File: config.mk
export PLATFORM = sky130hd
export DESIGN_NAME = rr_arbiter8
export DESIGN_NICKNAME = d
export VERILOG_FILES = /design/src/rtl/arb_pkg.sv /design/src/rtl/onehot8_to_bin.sv /design/src/rtl/rr_arbiter8.sv
export SDC_FILE = /design/constraint.sdc
export NUM_CORES = 1
export LEC_CHECK = 0
export CORE_MARGIN = 4
export CORE_UTILIZATION = 40
export DETAILED_ROUTE_END_ITERATION = 10
export PLACE_DENSITY_LB_ADDON = 0.1
export SLEW_MARGIN = 20
export SYNTH_ARGS = -nofsm -noshare
export SYNTH_HDL_FRONTEND = slang
export SYNTH_SLANG_ARGS = --single-unit
File: constraint.sdc
create_clock -name clk -period 4.34 [get_ports clk]
set_input_delay 0.868 -clock clk [delete_from_list [all_inputs] [get_ports clk]]
set_output_delay 0.868 -clock clk [all_outputs]
set_load 0.01 [all_outputs]
File: src/rtl/arb_pkg.sv
// ============================================================================
// Module      : arb_pkg
// Description : Shared types, widths and winner-selection function for rr_arbiter8.
// Revision    : 1.0
// ============================================================================
`default_nettype none

package arb_pkg;

  localparam int N_REQ  = 8;
  localparam int IDX_W  = 3;
  localparam int HOLD_W = 8;

  typedef enum logic [0:0] {
    IDLE  = 1'b0,
    GRANT = 1'b1
  } state_t;

  // First set bit scanning circularly from (last+1); the downward loop lets the
  // smallest offset from the pointer overwrite any farther candidate.
  function automatic logic [IDX_W-1:0] rr_pick(input logic [N_REQ-1:0] req,
                                               input logic [IDX_W-1:0] last);
    logic [IDX_W-1:0] idx;
    logic [IDX_W-1:0] win;
    win = last;
    for (int i = N_REQ; i >= 1; i--) begin
      idx = last + IDX_W'(i);
      if (req[idx]) win = idx;
    end
    return win;
  endfunction

endpackage

`default_nettype wire

File: src/rtl/onehot8_to_bin.sv
// ============================================================================
// Module      : onehot8_to_bin
// Description : Combinational 8-bit one-hot to 3-bit binary index encoder.
// Revision    : 1.0
// ============================================================================
`default_nettype none

module onehot8_to_bin
  import arb_pkg::*;
(
  input  logic [N_REQ-1:0] i_onehot,
  output logic [IDX_W-1:0] o_bin
);

  assign o_bin[0] = |(i_onehot & 8'hAA);
  assign o_bin[1] = |(i_onehot & 8'hCC);
  assign o_bin[2] = |(i_onehot & 8'hF0);

endmodule

`default_nettype wire

File: src/rtl/rr_arbiter8.sv
// ============================================================================
// Module      : rr_arbiter8
// Description : Registered 8-way round-robin arbiter with release, drop and hold-limit revocation.
// Revision    : 1.0
// ============================================================================
`default_nettype none

module rr_arbiter8
  import arb_pkg::*;
#(
  parameter int MAX_HOLD = 16
) (
  input  logic             clk,
  input  logic             rst_n,
  input  logic [N_REQ-1:0] i_req,
  input  logic             i_release,
  output logic [N_REQ-1:0] o_gnt,
  output logic [IDX_W-1:0] o_gnt_idx,
  output logic             o_gnt_valid,
  output logic             o_timeout
);

  state_t              r_state;
  logic [N_REQ-1:0]    r_gnt;
  logic [IDX_W-1:0]    r_gnt_idx;
  logic                r_gnt_valid;
  logic                r_timeout;
  logic [IDX_W-1:0]    r_last;
  logic [HOLD_W-1:0]   r_hold_cnt;

  logic [IDX_W-1:0]    w_ptr;
  logic [IDX_W-1:0]    w_pick;
  logic [N_REQ-1:0]    w_next_gnt;
  logic [IDX_W-1:0]    w_next_idx;
  logic                w_req_any;
  logic                w_drop;
  logic                w_hold_hit;
  logic                w_term;

  // During a grant the pointer is the current owner, so it ends up lowest priority.
  assign w_ptr      = (r_state == GRANT) ? r_gnt_idx : r_last;
  assign w_pick     = rr_pick(i_req, w_ptr);
  assign w_next_gnt = N_REQ'(1) << w_pick;
  assign w_req_any  = |i_req;
  assign w_drop     = ~i_req[r_gnt_idx];
  assign w_hold_hit = (MAX_HOLD != 0) && (r_hold_cnt == HOLD_W'(MAX_HOLD));
  assign w_term     = i_release | w_drop | w_hold_hit;

  onehot8_to_bin u_enc (
    .i_onehot (w_next_gnt),
    .o_bin    (w_next_idx)
  );

  always_ff @(posedge clk or negedge rst_n) begin
    if (!rst_n) begin
      r_state     <= IDLE;
      r_gnt       <= '0;
      r_gnt_idx   <= '0;
      r_gnt_valid <= 1'b0;
      r_timeout   <= 1'b0;
      r_last      <= IDX_W'(N_REQ - 1);
      r_hold_cnt  <= '0;
    end else begin
      r_timeout <= 1'b0;
      case (r_state)
        IDLE: begin
          if (w_req_any) begin
            r_gnt       <= w_next_gnt;
            r_gnt_idx   <= w_next_idx;
            r_gnt_valid <= 1'b1;
            r_hold_cnt  <= HOLD_W'(1);
            r_state     <= GRANT;
          end
        end
        GRANT: begin
          if (w_term) begin
            r_last    <= r_gnt_idx;
            r_timeout <= w_hold_hit & ~i_release;
            if (w_req_any) begin
              r_gnt      <= w_next_gnt;
              r_gnt_idx  <= w_next_idx;
              r_hold_cnt <= HOLD_W'(1);
            end else begin
              r_gnt       <= '0;
              r_gnt_valid <= 1'b0;
              r_hold_cnt  <= '0;
              r_state     <= IDLE;
            end
          end else if (r_hold_cnt != {HOLD_W{1'b1}}) begin
            r_hold_cnt <= r_hold_cnt + HOLD_W'(1);
          end
        end
        default: r_state <= IDLE;
      endcase
    end
  end

  assign o_gnt       = r_gnt;
  assign o_gnt_idx   = r_gnt_idx;
  assign o_gnt_valid = r_gnt_valid;
  assign o_timeout   = r_timeout;

endmodule

`default_nettype wire
==> metrics.yaml, run 1 <==
grt_max_degree: 26
cts.clk_slew.worst_paths_ns: 0.08
hold_viol: 0
area_growth_pct: 17.0
critPathMaxFanout: 9
core.rowCount: 25
max_slew.worst_pin.slew_ns: 0.597
worstHoldPathCells: 2
synth_largest_area_cell: "dfrtp_1"
synth_top_cell_area_share_pct: 27.3
fin_setup_tns_ns: 0
yosysSeqAreaShare_pct: 31.2
grt_first_pass_wirelength_um: 8260
cts_buffers: 3
maxCapViolCount: 0
ant_nets: 0
avgSynthCellArea_um2: 9.62
design_area_um2: 2360
slew_headroom_pct: 59.1
place_hpwl_um: 3620
antenna_found_initial: 0
die_h_um: 79.1
synth-edff-count: 0
core_um2: 4820
drc: 0
rsz0062_at_grt: "no"
routedWlPerCell_um: 15.9
cp-start-kind: "flip-flop"
finalMaxSlewViolations: 0
power-per-cell-area_nw_per_um2: 854
clk-insertion-delay-late_ns: 0.26
outcome: "finished clean"
grt_pass1_vias: 1682
gr-total-overflow: 0
r2r_cells: 10
post_cts.repair.setup_buffers: 0
clock-root-buffer: "clkbuf_8"
power_w: 0.00202
pre_cts_slack_ns: 0.759
diodes: 0
final.min_clock_period_ns: 3.60
cp.arrival_ns: 3.77
worstSetupEndpointType: "flip-flop"
crit_required_ns: 4.51
fin_util_pct: 49.0
clockBufferDepth: 2
worst_ir_drop_vdd_mv: 0.372
cpPeakStageDelay_ns: 0.60
setup_slack_ns: 0.740
ys_warn_count: 0
first_pass_iters: 4
synthCells: 210
port_buffers: 23
n_fill_cell: 477
setup_viol: 0
drt_iter0_drc: 176
p_leak_nw: 0.985
critPathKind: "flip-flop to flip-flop"
nNetsFinal: 250
vias: 1674
finClkSkew_ns: 0.00282
grt.total_usage_pct: 16.3
cts_sinks: 25
cts_hold_buf: 0
netlist_top_cells_area: "dfrtp_1 (27%), mux2i_1 (9.4%), nand2_1 (5.8%)"
vias_per_cell: 5.56
min_period_over_period_pct: 82.9
pin_count: 24
synth_cell_type_count: 57
dieArea_um2: 6250
syn_nets: 225
ys_async_sr_fraction_pct: 100
hp-class: "flip-flop to flip-flop"
syn-cell-area_um2: 2020
synth.most_common_cell: "nand2_1"
synth_ff_type: "dfrtp_1"
place_congestion: 0.845
start_util_pct: 41.9
wirelength_um: 4800
cp_cell_sequence: "mux2i_2, inv_1, ha_1, xnor2_2, mux4_2, nor2b_4, o211ai_2, a41o_2, xnor2_1, o31ai_1"
cts_resized: 0
die_x_um: 79.1
ys_seq_elements: 25
ys_top_cells_by_count: "nand2_1 (31), dfrtp_1 (22), mux2i_1 (19)"
slowest_stage: "mux4_2"
fmax_ghz: 0.278
dpl_cell_area_um2: 2320
cts_tree: "done"
drive_above_1_share_pct: 15.0
htreeDepth: 1
==> routing by layer <==
| metal | GRT usage (%) | routed length [µm] |
|---|---|---|
| met1 | 25.6 | 2600 |
| met2 | 23.4 | 1980 |
| met3 | 2.61 | 191 |
| met4 | 3.09 | 27 |
| met5 | 0 | 0 |
==> metrics by stage <==
stage | instances | hold WS (ns)
after floorplan | 210 | 0.479
after global placement | 297 | 0.480
after detailed placement | 297 | 0.471
after CTS | 301 | 0.502
after global routing | 301 | 0.528
final | 301 | 0.501
==> critical path: cells and delay by family (launching register included) <==
kind                     cells  cell delay (ns)
XOR/XNOR                     2             0.51
multiplexers                 2             1.14
flip-flops                   1             0.48
adder cells (fa/ha/maj)      1             0.30
buffers and inverters        1             0.27
AO/OA/AOI/OAI                3             0.65
AND/OR/NAND/NOR              1             0.15
==> where the power goes <==
part / switching, W / leakage (nW) / total (W) / internal, W
sequential: 0.0000758 / 0.318 / 0.000391 / 0.000315
combinational: 0.000829 / 0.641 / 0.00149 / 0.000662
clock: 0.0000706 / 0.0255 / 0.000135 / 0.0000641
total: 0.000976 / 0.985 / 0.00202 / 0.00104
==> area by class of cell <==
| type | instances | area, µm² | share of cell area (%) |
|---|---|---|---|
| clock buffer | 3 | 41.3 | 1.75 |
| clock inverter | 1 | 5.00 | 0.212 |
| inverter | 8 | 30.0 | 1.27 |
| multi-input combinational | 170 | 1320 | 55.8 |
| sequential | 25 | 629 | 26.6 |
| tap | 67 | 83.8 | 3.55 |
| timing repair buffer | 27 | 255 | 10.8 |
==> sequential cells by signal (all words and copies together) (netlist names) <==
signal and count:
r_hold_cnt 8, o_gnt_valid 1, r_last 3, r_state 1, o_gnt 8, o_timeout 1, o_gnt_idx 3
==> final timing paths <==
| kind | startpoint | to | slack [ns] |
|---|---|---|---|
| setup / recovery | r_state$_DFF_PN0_ | o_gnt[6]$_DFFE_PN0P_ | 0.74 |
| hold / removal | o_gnt[5]$_DFFE_PN0P_ | o_gnt[5]$_DFFE_PN0P_ | 0.50 |
| setup reg to reg | r_state$_DFF_PN0_ | o_gnt[6]$_DFFE_PN0P_ | 0.74 |
| hold reg to reg | o_gnt[5]$_DFFE_PN0P_ | o_gnt[5]$_DFFE_PN0P_ | 0.50 |
| max in group asynchronous | rst_n | r_hold_cnt[2]$_DFFE_PN0P_ | 3.33 |
| min in group asynchronous | rst_n | o_timeout$_DFF_PN0_ | 0.58 |
==> placed cells by master (no fill, tap or decap), types with 4 or more instances in the layout <==
| cell | netlist | final |
|---|---|---|
| nand2_1 | 31 | 31 |
| clkdlybuf4s50_1 | 0 | 22 |
| dfrtp_1 | 22 | 22 |
| mux2i_1 | 19 | 19 |
| nor2_1 | 16 | 16 |
| o21ai_0 | 9 | 9 |
| inv_1 | 8 | 8 |
| mux2_2 | 7 | 7 |
| o31ai_1 | 6 | 6 |
| mux4_2 | 4 | 4 |
| xor2_1 | 4 | 4 |
| a21oi_1 | 4 | 4 |
| a32o_1 | 4 | 4 |
| ha_1 | 4 | 4 |
| buf_4 | 0 | 4 |
==> logic make-up (layout without fill, tap and decap cells) <==
kind of cell | count (synthesis) | after routing | synth area share, %
xor gates and xnor gates | 9 | 9 | 4.65
muxes | 36 | 36 | 22.5
buffers and inverters | 15 | 39 | 3.59
DFF | 25 | 25 | 31.2
adders and majority gates | 5 | 5 | 2.97
AOI/OAI and AO/OA | 54 | 54 | 20.0
and+or+nand+nor | 66 | 66 | 15.1
Power figures use the tool's default switching activity.
==> run 2, diff against run 1 <==
Clock period 4.34 ns to 3.6 ns, I/O delays scaled along.
==> run 2 against run 1 <==
Clock power grew 19%. Critical endpoint is now o_gnt[2]$_DFFE_PN0P_. Worst hold slack gained 0.0013 ns. Combinational power grew 26%. Final area grew 1.4%.
==> metrics.yaml, run 2 (synthesis results as in run 1) <==
outcome: "finished clean"
start_util_pct: 41.9  # unchanged
wirelength_um: 4920  # +2.6%
cts_sinks: 25  # unchanged
drt_iter0_drc: 119  # -32%
hp-class: "flip-flop to flip-flop"
clock-root-buffer: "clkbuf_8"
worstSetupEndpointType: "flip-flop"
nNetsFinal: 254  # +1.6%
rsz0062_at_grt: "no"
p_leak_nw: 1.00  # +1.7%
ant_nets: 0  # unchanged
dieArea_um2: 6250  # unchanged
finClkSkew_ns: 0.00365  # +0.000831 ns
core.rowCount: 25  # unchanged
power_w: 0.00251  # +24%
post_cts.repair.setup_buffers: 0  # unchanged
gr-total-overflow: 0  # unchanged
fin_setup_tns_ns: 0  # unchanged
cp-start-kind: "flip-flop"
hold_viol: 0  # unchanged
die_h_um: 79.1  # unchanged
mostFrequentLayoutCell: "nand2_1"
worstHoldPathCells: 1  # -1
grt_first_pass_wirelength_um: 8540  # +3.4%
r2r_cells: 9  # -1
final.min_clock_period_ns: 3.23  # -0.370 ns
timing.hold.ws_ns: 0.502  # +0.00126 ns
place_congestion: 0.867  # +2.6%
cts_buffers: 3  # unchanged
cts_hold_buf: 0  # unchanged
first_pass_iters: 4  # unchanged
layoutNonFillerInstCount: 305  # +1.3%
power-per-cell-area_nw_per_um2: 1050  # +23%
drc: 0  # unchanged
setup_viol: 0  # unchanged
vias_per_cell: 5.70  # +2.6%
grt.total_usage_pct: 16.9  # +0.60 points
max_slew.worst_pin.slew_ns: 0.623  # +0.0260 ns
clockBufferDepth: 2  # unchanged
cp.arrival_ns: 3.43  # -0.34 ns
grt_pass1_vias: 1698  # +0.95%
core_um2: 4820  # unchanged
clk-insertion-delay-late_ns: 0.26  # about the same
htreeDepth: 1  # unchanged
worst_ir_drop_vdd_mv: 0.501  # +35%
drive_above_1_share_pct: 15.5  # +0.59 points
pin_count: 24  # unchanged
finalMaxSlewViolations: 0  # unchanged
die_x_um: 79.1  # unchanged
diodes: 0  # unchanged
grt_max_degree: 26  # unchanged
n_fill_cell: 486  # +1.9%
port_buffers: 23  # unchanged
maxCapViolCount: 0  # unchanged
final_cell_mix: "nand2_1 (31), clkdlybuf4s50_1 (23), dfrtp_1 (22)"
critPathKind: "flip-flop to flip-flop"
cts.clk_slew.worst_paths_ns: 0.08  # about the same
routedWlPerCell_um: 16.1  # +1.3%
cts_resized: 0  # unchanged
antenna_found_initial: 0  # unchanged
slew_headroom_pct: 58.2  # -0.87 points
vias: 1740  # +3.9%
area_growth_pct: 18.6
cts_tree: "done"
place_hpwl_um: 3740  # +3.3%
min_period_over_period_pct: 89.7  # +6.8 points
fmax_ghz: 0.310  # +11%
dp.cells: 301  # +1.3%
critPathMaxFanout: 14  # +5
crit_required_ns: 3.80  # -0.71 ns
## run 2: changes by cell type in the layout (fill, tap and decap cells not counted)
cell,delta
clkbuf_1,+1
buf_2,-1
clkdlybuf4s50_1,+1
clkinv_2,-1
buf_4,+4
## run 2: critical path, cell delays in order (launching register included)
cell and delay, ns:
dfrtp_1 0.50, mux2i_4 0.36, buf_4 0.29, mux2i_1 0.46, mux2i_1 0.16, mux2i_1 0.34
o311ai_1 0.16, a41o_2 0.31, xnor2_1 0.34, a32o_1 0.23
## run 2: layout make-up
type	instances	area, µm²	share of cell area, %
Clock buffer	4	45.0	1.88
Multi-Input combinational cell	170	1320	55.0
Tap cell	67	83.8	3.50
Sequential cell	25	629	26.3
Timing Repair Buffer	31	290	12.1
Inverter	8	30.0	1.25
## run 2: power by group
part           internal, W  switching (W)  leakage [nW]  total [W]
clock            0.0000790      0.0000817        0.0228   0.000161
combinational     0.000862        0.00101         0.661    0.00187
sequential        0.000380      0.0000951         0.318   0.000475
total              0.00132        0.00119          1.00    0.00251
## run 2: worst paths after layout
path	slack (ns)	to	startpoint
worst max register to register	0.37	o_gnt[2]$_DFFE_PN0P_	r_state$_DFF_PN0_
worst min register to register	0.50	o_gnt[0]$_DFFE_PN0P_	o_gnt[0]$_DFFE_PN0P_
worst min-delay path	0.50	o_gnt[0]$_DFFE_PN0P_	o_gnt[0]$_DFFE_PN0P_
min in group asynchronous	0.82	o_timeout$_DFF_PN0_	rst_n
max in group asynchronous	2.49	r_last[2]$_DFFE_PN1P_	rst_n
worst max-delay path	0.37	o_gnt[2]$_DFFE_PN0P_	r_state$_DFF_PN0_
## run 2: layer usage
metal	up-vias	GRT usage (%)	wire length, µm
met1	823	26.6	2520
li1	846	-	-
met2	65	23.6	2050
met3	6	3.63	309
met4	0	3.09	43
met5	-	0	0
## run 2: stage by stage
stage	utilization (%)	instance area, µm²	setup slack [ns]
after floorplan	-	2020	0.436
after global placement	48.8	2350	0.335
after detailed placement	48.8	2350	0.352
after CTS	49.7	2400	0.375
after global routing	49.7	2400	0.0845
final	49.7	2400	0.371
==> run 3, diff against run 2 <==
Clock period 3.6 ns to 3.7 ns, I/O delays scaled along.
==> run 3 against run 2 <==
Count of clock-buffer cells in the layout is 1 lower. First-iteration DRC count grew 16%. Highest routed layer unchanged. Critical path depth did not move. Register-to-register slack got worse by 0.05 ns. Fmax down 4.4%. Die area is the same. Largest power group unchanged. Sequential power is 2% lower. Non-clock buffer count decreased by 2.
==> metrics.yaml, run 3 (synthesis results as in run 1) <==
outcome: "finished clean"
grt.total_usage_pct: 16.8  # -0.060 points
dr_wl_met2_um: 2060  # +0.15%
crit_required_ns: 3.91  # +0.11 ns
clock-root-buffer: "clkbuf_8"
power_w: 0.00243  # -3.2%
gr-total-overflow: 0  # unchanged
cts_tree: "done"
area_growth_pct: 18.3
critPathMaxFanout: 14  # unchanged
fmax_ghz: 0.296  # -4.4%
drive_above_1_share_pct: 15.7  # +0.13 points
max_slew.worst_pin.slew_ns: 0.665  # +0.0427 ns
timing.reg2reg.setup_slack_ns: 0.32  # -0.05 ns
pin_count: 24  # unchanged
first_pass_iters: 5  # +1
hold_viol: 0  # unchanged
routedWlPerCell_um: 16.6  # +2.8%
setup_viol: 0  # unchanged
clockBufferDepth: 2  # unchanged
drc: 0  # unchanged
r2r_cells: 9  # unchanged
endpoint: "o_gnt[2]$_DFFE_PN0P_"
die_x_um: 79.1  # unchanged
n_fill_cell: 475  # -2.3%
maxUsedRoutingLayer: "met4"
cts_hold_buf: 0  # unchanged
vias: 1716  # -1.4%
cts.clk_slew.worst_paths_ns: 0.09  # about the same
wirelength_um: 5030  # +2.1%
place_congestion: 0.909  # +4.8%
power-per-cell-area_nw_per_um2: 1020  # -2.9%
startpoint: "r_state$_DFF_PN0_"
worstSetupEndpointType: "flip-flop"
cp-start-kind: "flip-flop"
worstHoldPathCells: 2  # +1
core.rowCount: 25  # unchanged
critPathKind: "flip-flop to flip-flop"
reg2reg_from: "r_state$_DFF_PN0_"
antenna_found_initial: 0  # unchanged
cts_sinks: 25  # unchanged
timing.hold.ws_ns: 0.508  # +0.00638 ns
fin_setup_tns_ns: 0  # unchanged
cts_buffers: 3  # unchanged
start_util_pct: 41.9  # unchanged
hp-class: "flip-flop to flip-flop"
cp.arrival_ns: 3.59  # +0.16 ns
nNetsFinal: 252  # -0.79%
fin_util_pct: 49.6  # -0.16 points
min_period_over_period_pct: 91.3  # +1.6 points
diodes: 0  # unchanged
finClkSkew_ns: 0.00247  # -0.00119 ns
design_area_um2: 2390  # -0.31%
clk-insertion-delay-late_ns: 0.27  # about the same
multi_input_area_um2: 1320  # +0.29%
rsz0062_at_grt: "no"
ff_latch_area_um2: 629  # unchanged
final.min_clock_period_ns: 3.38  # +0.150 ns
r2r-end: "o_gnt[2]$_DFFE_PN0P_"
worst_ir_drop_vdd_mv: 0.566  # +13%
place_hpwl_um: 3780  # +0.88%
dr_wl_met3_um: 264  # -15%
maxCapViolCount: 0  # unchanged
wl_met1_um: 2700  # +7.3%
drt_iter0_drc: 138  # +16%
mostFrequentLayoutCell: "nand2_1"
grt_first_pass_wirelength_um: 8580  # +0.48%
vias_per_cell: 5.66  # -0.73%
die_h_um: 79.1  # unchanged
port_buffers: 23  # unchanged
p_leak_nw: 0.988  # -1.3%
ant_nets: 0  # unchanged
dieArea_um2: 6250  # unchanged
htreeDepth: 1  # unchanged
grt_max_degree: 26  # unchanged
grt_pass1_vias: 1716  # +1.1%
core_um2: 4820  # unchanged
final_cell_mix: "nand2_1 (31), clkdlybuf4s50_1 (23), dfrtp_1 (22)"
finalMaxSlewViolations: 0  # unchanged
dpl_cell_area_um2: 2340  # -0.64%
slew_headroom_pct: 55.4  # -2.8 points
run 3: report_power, final:
part / internal, W / switching, W / leakage [nW]
Combinational: 0.000810 / 0.000988 / 0.649
Sequential: 0.000370 / 0.0000953 / 0.318
Clock: 0.0000763 / 0.0000886 / 0.0217
run 3: worst min path at each step:
| stage | start | end | slack, ns |
|---|---|---|---|
| 2_1_floorplan | rst_n | o_gnt[0]$_DFFE_PN0P_ | 0.44 |
| 3_3_place_gp | o_gnt[4]$_DFFE_PN0P_ | o_gnt[4]$_DFFE_PN0P_ | 0.48 |
| 3_5_place_dp | o_gnt[4]$_DFFE_PN0P_ | o_gnt[4]$_DFFE_PN0P_ | 0.47 |
| 4_1_cts | o_gnt[4]$_DFFE_PN0P_ | o_gnt[4]$_DFFE_PN0P_ | 0.51 |
| 5_1_grt | o_gnt[3]$_DFFE_PN0P_ | o_gnt[3]$_DFFE_PN0P_ | 0.53 |
| 6_report | o_gnt[5]$_DFFE_PN0P_ | o_gnt[5]$_DFFE_PN0P_ | 0.51 |
run 3: area by class of cell:
cell class	instances	area share [%]
multi-input combinational	170	55.3
sequential	25	26.3
timing repair buffer	29	11.5
tap	67	3.51
clock buffer	3	1.73
inverter	8	1.26
clock inverter	1	0.314
run 3: per-layer routing:
metal  GRT usage (%)  up-vias
met1            25.8      828
met4            1.03        0
met3            3.29        2
li1                -      845
met5               0        -
met2            25.7       41
run 3: per-stage QoR:
step,std cells,setup WS [ns]
after floorplan,210,0.536
final,303,0.321
after global routing,303,0.0701
after detailed placement,299,0.280
after CTS,303,0.257
after global placement,299,0.317
run 3: what timing repair did:
item | 4_1_cts | 5_1_grt
buffers inserted | 0 | 0
resized for setup | 0 | 1
endpoints found under the hold margin | 0 | 0
endpoints found under the setup margin | 0 | 5
run 3: worst max-delay path: stages, from the launching register on:
cell and delay, ns:
dfrtp_1 0.60, mux2i_4 0.39, buf_4 0.30, mux2i_1 0.44, mux2i_1 0.17, mux2i_1 0.33
o311ai_1 0.18, a41o_2 0.32, xnor2_1 0.36, a32o_1 0.23
==> patch, RTL diff (settings of run 3) <==
Set the package constant `HOLD_W` to 6 (it was 8).
--- a/src/rtl/arb_pkg.sv
+++ b/src/rtl/arb_pkg.sv
@@ -9,7 +9,7 @@
 
   localparam int N_REQ  = 8;
   localparam int IDX_W  = 3;
-  localparam int HOLD_W = 8;
+  localparam int HOLD_W = 6;
 
   typedef enum logic [0:0] {
     IDLE  = 1'b0,
Function: no difference found for any inputs over 10 cycles, from zero or initial values and one cycle with rst_n low; that may be too few to reach the edited logic, so the function may still have changed.
==> patch against run 3 <==
- critical path depth down 1
- worst setup slack improved by 23 ps
- total power is 1.3% lower
- area after synthesis decreased by 1.7%
- cell area fell by 1.0%
- sequential cell count decreased by 2
- maximum frequency rose by 0.69%
- core utilization is 0.13 points higher
- wire length down 0.24%
- highest routed layer unchanged
==> patch: results (changes against run 3) <==
final_layout:
  final_util_pct: 49.71  # was 49.58%
  stdcell_count: 298  # was 303
  layout.nets: 247  # was 252
  drive_above_1_share_pct: 19.48  # was 15.68%
  fillers: 457  # was 475
grt:
  grt_max_degree: 24  # was 26
  grt_pass1_wl_um: 8638  # was 8583 um
  grt_pass1_vias: 1729  # was 1716
  grtUsageMet1_pct: 23.11  # was 25.75%
  track_usage_pct: 17.42  # was 16.83%
  met2_usage_pct: 29.79  # was 25.67%
synthesis:
  yosysUniqueCellTypes: 52  # was 57
  synthXorXnorAreaFrac_pct: 2.648  # was 4.647%
  synth-seq-area-share_pct: 29.19  # was 31.16%
  synth_fp_nets: 219  # was 225
  synth_fa_ha_area_share_pct: 3.026  # was 2.974%
  yosys-top-cells-area: "dfrtp_1, mux4_2, mux2_2, mux2i_1, nand2_1"  # was dfrtp_1, mux2i_1, nand2_1, mux4_2, dfstp_2
  synthCells: 204  # was 210
  synthMuxAreaShare_pct: 27.30  # was 22.49%
placed_design:
  pre_cts_slack_ps: 230.4  # was 280.0 ps
  dp.cells: 294  # was 299
  placed_area_um2: 2322  # was 2336 um^2
  dp_hpwl_um: 3876  # was 3776 um
status:
  status: "finished, final reports clean"  # unchanged
pwr:
  clkPwrFrac_pct: 6.5  # was 6.8%
  p_comb_share_pct: 76.4  # was 74.1%
  p_per_area_nw_per_um2: 1014  # was 1017 nW/um^2
  p_sw_mw: 1.115  # was 1.172 mW
sta:
  max_slew.worst_pin.slew_ps: 645.3  # was 665.4 ps
critical_path:
  arrival_ps: 3530  # was 3590 ps
  cpPeakStageDelay_ps: 620  # was 600 ps
drt:
  viasPerCell: 5.842  # was 5.663
  wl_met2_um: 2488  # was 2056 um
  first_pass_iters: 4  # was 5
  wl_per_cell_um: 16.84  # was 16.60 um
  first_iter_violations: 112  # was 138
worst_hold_path:
  hp-class: "primary input to async pin"  # was register to register
[patch: cell types whose count changed in the layout (fill, tap and decap cells not counted), moves of 4 or more]
cell | before | now
a32o_1 | 4 | 0
mux2_2 | 7 | 11
mux2i_1 | 18 | 11
mux4_2 | 4 | 12
nand2_1 | 31 | 25
nor2_1 | 16 | 12
nor3_1 | 0 | 7
[patch: worst paths after layout]
check	startpoint	endpoint	slack, ps	cells past startpoint
worst min register to register	o_gnt[4]	o_gnt[4]	490	2
worst max-delay path	r_state	o_gnt[1]	340	8
worst min-delay path	rst_n	r_hold_cnt[0]	440	1
max in group asynchronous	rst_n	r_last[0]	2900	1
min in group clk	o_gnt[4]	o_gnt[4]	490	2
worst max register to register	r_state	o_gnt[1]	340	8
[patch: area by class of cell]
class	count	share of cell area (%)
well taps	67	3.547
multi-input cells	164	56.22
clock buffers	3	1.747
flip-flops and latches	23	24.51
inverters	8	1.376
repair buffers	32	12.39
clock inverters	1	0.2118
